--- src/rtl/alu_ctrl_fsm.sv ---
// Multi-cycle ALU control sequencer: DECODE/EXEC/MEM/WB/BR around a valid/ready instruction port.
// All outputs are registered and reflect the state being entered, so each state drives its own strobes.
module alu_ctrl_fsm #(
   parameter int MEM_TIMEOUT = 16
) (
   input  logic        clk,
   input  logic        reset,
   input  logic        instr_valid,
   output logic        instr_ready,
   input  logic [31:0] instr,
   output logic [2:0]  alu_op,
   output logic        alu_src_imm,
   output logic [31:0] imm_ext,
   output logic [3:0]  rs1_addr,
   output logic [3:0]  rs2_addr,
   input  logic        alu_zero,
   input  logic        alu_cmp,
   input  logic        alu_carry,
   input  logic        alu_neg,
   output logic        mem_req,
   output logic        mem_we,
   input  logic        mem_ready,
   output logic        rf_we,
   output logic [3:0]  rf_waddr,
   output logic        wb_sel,
   output logic        pc_load,
   output logic [3:0]  flags_q,
   output logic        done,
   output logic        illegal,
   output logic        bus_error
);

   typedef enum logic [2:0] {
      S_IDLE,
      S_DECODE,
      S_EXEC,
      S_MEM,
      S_WB,
      S_BR
   } state_t;

   localparam logic [3:0] OP_SRL  = 4'd4;
   localparam logic [3:0] OP_LW   = 4'd6;
   localparam logic [3:0] OP_SW   = 4'd7;
   localparam logic [3:0] OP_BEQ  = 4'd8;
   localparam logic [3:0] OP_BNE  = 4'd9;
   localparam logic [3:0] OP_BLTU = 4'd10;
   localparam logic [3:0] OP_J    = 4'd11;
   localparam logic [7:0] CNT_LAST = 8'(MEM_TIMEOUT - 1);

   state_t      state;
   logic [31:0] instr_q;
   logic [7:0]  mem_cnt;

   logic [3:0]  op_q;
   logic [3:0]  rd_q;
   logic [2:0]  exec_op;
   logic        exec_src;
   logic        is_mem;
   logic        is_branch;
   logic        br_taken;

   assign op_q      = instr_q[31:28];
   assign rd_q      = instr_q[27:24];
   assign is_mem    = (op_q == OP_LW) || (op_q == OP_SW);
   assign is_branch = (op_q == OP_BEQ) || (op_q == OP_BNE) || (op_q == OP_BLTU);

   always_comb begin
      exec_op  = 3'b000;
      exec_src = 1'b0;
      if (op_q <= OP_SRL) begin
         exec_op = op_q[2:0];
      end else if (op_q <= OP_SW) begin
         exec_op  = 3'b001;
         exec_src = 1'b1;
      end else begin
         exec_op = 3'b010;
      end
   end

   // Evaluated on the edge that ends EXEC, i.e. on exactly the flags flags_q captures there.
   always_comb begin
      br_taken = 1'b0;
      case (op_q)
         OP_BEQ:  br_taken = alu_zero;
         OP_BNE:  br_taken = !alu_zero;
         OP_BLTU: br_taken = alu_cmp;
         default: br_taken = 1'b0;
      endcase
   end

   always_ff @(posedge clk or posedge reset) begin
      if (reset) begin
         state       <= S_IDLE;
         instr_q     <= '0;
         mem_cnt     <= '0;
         flags_q     <= '0;
         instr_ready <= 1'b1;
         alu_op      <= '0;
         alu_src_imm <= 1'b0;
         imm_ext     <= '0;
         rs1_addr    <= '0;
         rs2_addr    <= '0;
         mem_req     <= 1'b0;
         mem_we      <= 1'b0;
         rf_we       <= 1'b0;
         rf_waddr    <= '0;
         wb_sel      <= 1'b0;
         pc_load     <= 1'b0;
         done        <= 1'b0;
         illegal     <= 1'b0;
         bus_error   <= 1'b0;
      end else begin
         instr_ready <= 1'b0;
         alu_op      <= '0;
         alu_src_imm <= 1'b0;
         imm_ext     <= '0;
         rs1_addr    <= '0;
         rs2_addr    <= '0;
         mem_req     <= 1'b0;
         mem_we      <= 1'b0;
         rf_we       <= 1'b0;
         rf_waddr    <= '0;
         wb_sel      <= 1'b0;
         pc_load     <= 1'b0;
         done        <= 1'b0;
         illegal     <= 1'b0;
         bus_error   <= 1'b0;

         case (state)
            S_IDLE: begin
               if (instr_valid) begin
                  instr_q <= instr;
                  state   <= S_DECODE;
                  if (instr[31:30] == 2'b11) begin
                     illegal <= 1'b1;
                  end else begin
                     rs1_addr <= instr[23:20];
                     rs2_addr <= instr[19:16];
                     imm_ext  <= {{16{instr[15]}}, instr[15:0]};
                  end
               end else begin
                  instr_ready <= 1'b1;
               end
            end

            S_DECODE: begin
               if (op_q[3:2] == 2'b11) begin
                  state       <= S_IDLE;
                  instr_ready <= 1'b1;
               end else if (op_q == OP_J) begin
                  state   <= S_BR;
                  pc_load <= 1'b1;
                  done    <= 1'b1;
               end else begin
                  state       <= S_EXEC;
                  alu_op      <= exec_op;
                  alu_src_imm <= exec_src;
                  rs1_addr    <= instr_q[23:20];
                  rs2_addr    <= instr_q[19:16];
                  imm_ext     <= {{16{instr_q[15]}}, instr_q[15:0]};
               end
            end

            S_EXEC: begin
               if (!is_mem) begin
                  flags_q <= {alu_neg, alu_carry, alu_cmp, alu_zero};
               end
               if (is_mem) begin
                  state   <= S_MEM;
                  mem_cnt <= '0;
                  mem_req <= 1'b1;
                  mem_we  <= (op_q == OP_SW);
               end else if (is_branch) begin
                  state   <= S_BR;
                  pc_load <= br_taken;
                  done    <= 1'b1;
               end else begin
                  state    <= S_WB;
                  rf_we    <= 1'b1;
                  rf_waddr <= rd_q;
                  done     <= 1'b1;
               end
            end

            // S_WB doubles as the completion cycle for stores and timeouts, with rf_we left low.
            S_MEM: begin
               if (mem_ready) begin
                  state <= S_WB;
                  done  <= 1'b1;
                  if (op_q == OP_LW) begin
                     rf_we    <= 1'b1;
                     rf_waddr <= rd_q;
                     wb_sel   <= 1'b1;
                  end
               end else if (mem_cnt == CNT_LAST) begin
                  state     <= S_WB;
                  bus_error <= 1'b1;
               end else begin
                  mem_cnt <= mem_cnt + 8'd1;
                  mem_req <= 1'b1;
                  mem_we  <= (op_q == OP_SW);
               end
            end

            S_WB, S_BR: begin
               state       <= S_IDLE;
               instr_ready <= 1'b1;
            end

            default: begin
               state       <= S_IDLE;
               instr_ready <= 1'b1;
            end
         endcase
      end
   end

endmodule

--- config.mk ---
export PLATFORM = sky130hd
export DESIGN_NAME = alu_ctrl_fsm
export DESIGN_NICKNAME = d
export VERILOG_FILES = /design/src/rtl/alu_ctrl_fsm.sv
export SDC_FILE = /design/constraint.sdc
export NUM_CORES = 1
export LEC_CHECK = 0
export CORE_MARGIN = 2
export CORE_UTILIZATION = 37
export DETAILED_ROUTE_END_ITERATION = 10
export GPL_TIMING_DRIVEN = 0
export MAX_ROUTING_LAYER = met4
export RECOVER_POWER = 100
export SLEW_MARGIN = 25
export SYNTH_ARGS = -nofsm -noshare
export SYNTH_HDL_FRONTEND = slang
export SYNTH_SLANG_ARGS = --single-unit
--- constraint.sdc ---
create_clock -name clk -period 5.8 [get_ports clk]
set_input_delay 0.87 -clock clk [delete_from_list [all_inputs] [get_ports clk]]
set_output_delay 0.87 -clock clk [all_outputs]
set_load 0.03 [all_outputs]
==> flow_summary.toml <==
[synthesis]
synthCells = 291
synth_area_mm2 = 0.00369
synth_edf_count = 0
ys_seq_elements = 88
netlist_top_cells_count = "87 x dfrtp_1, 30 x mux2_2, 24 x a22o_1"
synthFlopType = "dfrtp_1"
yosys_warnings = 0
synth_top_cell_by_area = "dfrtp_1"
syn_nets = 332
synthMostInstantiatedCell = "dfrtp_1"
synth.area.top_cells = "dfrtp_1 59%, mux2_2 9.1%, a22o_1 5.7%"
synthArstFlopShare_pct = 100
synth_cell_types = 54
syn_avg_cell_area_um2 = 12.7
ys_seq_area_share_pct = 59.7
yosysTopAreaCellShare_pct = 58.9

[worst_hold_path]
holdPathStages = 1
hold_path_class = "reg2reg"

[placed_design]
place_ws_ns = 2.92
hpwl_mm = 5.71
routabilityCongestion = 0.817
portBuffers = 100

[finish]
ff_latch_area_mm2 = 0.00220
fin_util_pct = 52.1
layout-drive-gt1-share_pct = 17.2
fillers = 912
multiInputGateArea_mm2 = 0.00122
antenna_cells = 0
nets = 444
area_delta_synth_final_pct = 37.1

[floorplanning]
dieArea_mm2 = 0.0108
num_io_pins = 101
core.rowCount = 36
coreArea_mm2 = 0.00973
die_h_um = 104
die_w_um = 104
start_util_pct = 38.0

[grt]
grt_first_pass_wirelength_mm = 13.2
grt_pass1_vias = 2541
grt_max_degree = 67
antenna_found_initial = 0
grt_util_all_layers_pct = 15.9
gr-total-overflow = 0

[worst_setup_path]
cp.arrival_ns = 3.50
crit_type = "in2reg"
crit_fanout = 10
r2r_cells = 5
crit_required_ns = 6.09
endpoint_kind = "register"
start_kind = "input pin"

[routing]
wl_per_cell_um = 14.8
dr.pass1.iters = 4
vias_per_cell = 4.85
drt_iter0_markers = 87
vias = 2624
ant_nets = 0
post-route-drc-count = 0
finalWirelength_mm = 8.01

[clock_network]
cts_buffers = 9
clkTransAtPathRegs_ns = 0.09
post_cts_buffers = 0
cts_tree = "built"
cts_hold_buf = 0
cts.path.max_buffers = 2
clock_sinks = 88
htreeDepth = 3
clk_latency_ns = 0.35
clockRootBuffer = "clkbuf_8"
cts_resized = 0

[pwr]
powerDensity_mw_per_mm2 = 562
ir_drop_uv = 227
power_leakage_nw = 2.35

[sta]
max_freq_mhz = 312
worst_pin_slew_ns = 1.11
skew_ns = 0.00900
fin_crit_sh_pct = 55.3
finalWorstSetupSlack_ns = 2.59
fin_setup_tns_ns = 0
maxSlewViolCount = 0
rsz0062_at_grt = "false"
post-route-min-period_ns = 3.21
finalHoldViolCount = 0
finalSetupViolCount = 0
timing.slew.headroom_pct = 25.7

[job]
drv_cap = 0

[outcome]
status = "complete, no violations"
-- worst max-delay path, stage by stage --
cell	delay, ns
dlygate4sd3_1	0.66
nor4b_1	0.59
a21boi_0	0.68
clkbuf_1	0.48
a22o_1	0.22
-- sequential cells by signal (all words and copies together), names as in the netlist, 3 cells and up --
signal    count
rf_waddr      4
rs1_addr      4
imm_ext      16
flags_q       4
rs2_addr      4
alu_op        3
instr_q      32
mem_cnt       8
state         3
-- layout by cell type (no fill, tap or decap), types with 3 or more instances in the layout --
| cell | netlist | routed |
|---|---|---|
| o21ai_0 | 16 | 16 |
| nand2_1 | 10 | 11 |
| dfrtp_1 | 87 | 87 |
| dlygate4sd3_1 | 0 | 64 |
| clkbuf_1 | 8 | 15 |
| or4_1 | 3 | 3 |
| a21o_1 | 3 | 3 |
| inv_1 | 10 | 9 |
| nor3_1 | 6 | 6 |
| clkdlybuf4s50_1 | 0 | 36 |
| nand3_1 | 7 | 7 |
| buf_4 | 16 | 16 |
| buf_2 | 8 | 3 |
| a22o_1 | 24 | 24 |
| a31oi_1 | 5 | 5 |
| nor2_1 | 5 | 5 |
| mux2_2 | 30 | 30 |
| clkbuf_8 | 0 | 11 |
| a21oi_1 | 3 | 3 |
| mux2i_1 | 5 | 5 |
-- per-stage QoR --
step,hold WS (ns),total power [W],instance area (um^2),instances
detailed placement,0.474,0.00253,4890,525
global placement,0.469,0.00250,4860,524
finish,0.490,0.00285,5060,541
global route,0.506,0.00302,5060,541
CTS,0.495,0.00298,5110,541
floorplan,0.462,0.00198,3690,291
-- per-layer routing --
layer  up-vias  part of all wire (%)  track usage, %
li1       1265                     -               -
met1      1277                    45            20.5
met2        74                    49            24.4
met3         8                   4.9            5.26
met4         0                  0.95            3.76
met5         -                     0               -
-- final cells by class --
cell class	count	area share (%)
clock buffers	11	2.99
clock inverters	5	1.26
multi-input cells	159	24.1
well taps	133	3.29
inverters	10	0.766
plain buffers	34	3.78
flip-flops and latches	88	43.5
repair buffers	101	20.3
-- cells by family (layout without fill, tap and decap cells) --
| logic type | count (synthesis) | after routing | share of synthesized area, % |
|---|---|---|---|
| flops | 88 | 88 | 59.7 |
| compound gates | 69 | 69 | 14.0 |
| simple gates | 53 | 53 | 8.74 |
| buf+inv | 44 | 161 | 6.57 |
| mux | 35 | 35 | 10.5 |
| fa+ha+maj | 1 | 1 | 0.339 |
| xor+xnor | 1 | 1 | 0.237 |
-- power by group --
group,total [W],switching [W],internal (W)
clock,0.000442,0.000216,0.000226
combinational,0.00139,0.000789,0.000600
sequential,0.00102,0.000136,0.000882
total,0.00285,0.00114,0.00171
-- path summary, 6_finish.rpt --
check	from	end	slack (ns)
setup / recovery	instr_valid	rs2_addr[3]	2.59
hold / removal	instr_q[11]	imm_ext[11]	0.49
setup reg to reg	state[2]	rs2_addr[3]	3.12
hold reg to reg	instr_q[11]	imm_ext[11]	0.49
max in group asynchronous	reset	instr_ready	3.80
min in group asynchronous	reset	imm_ext[30]	1.18
(Power assumes the default switching activity.)
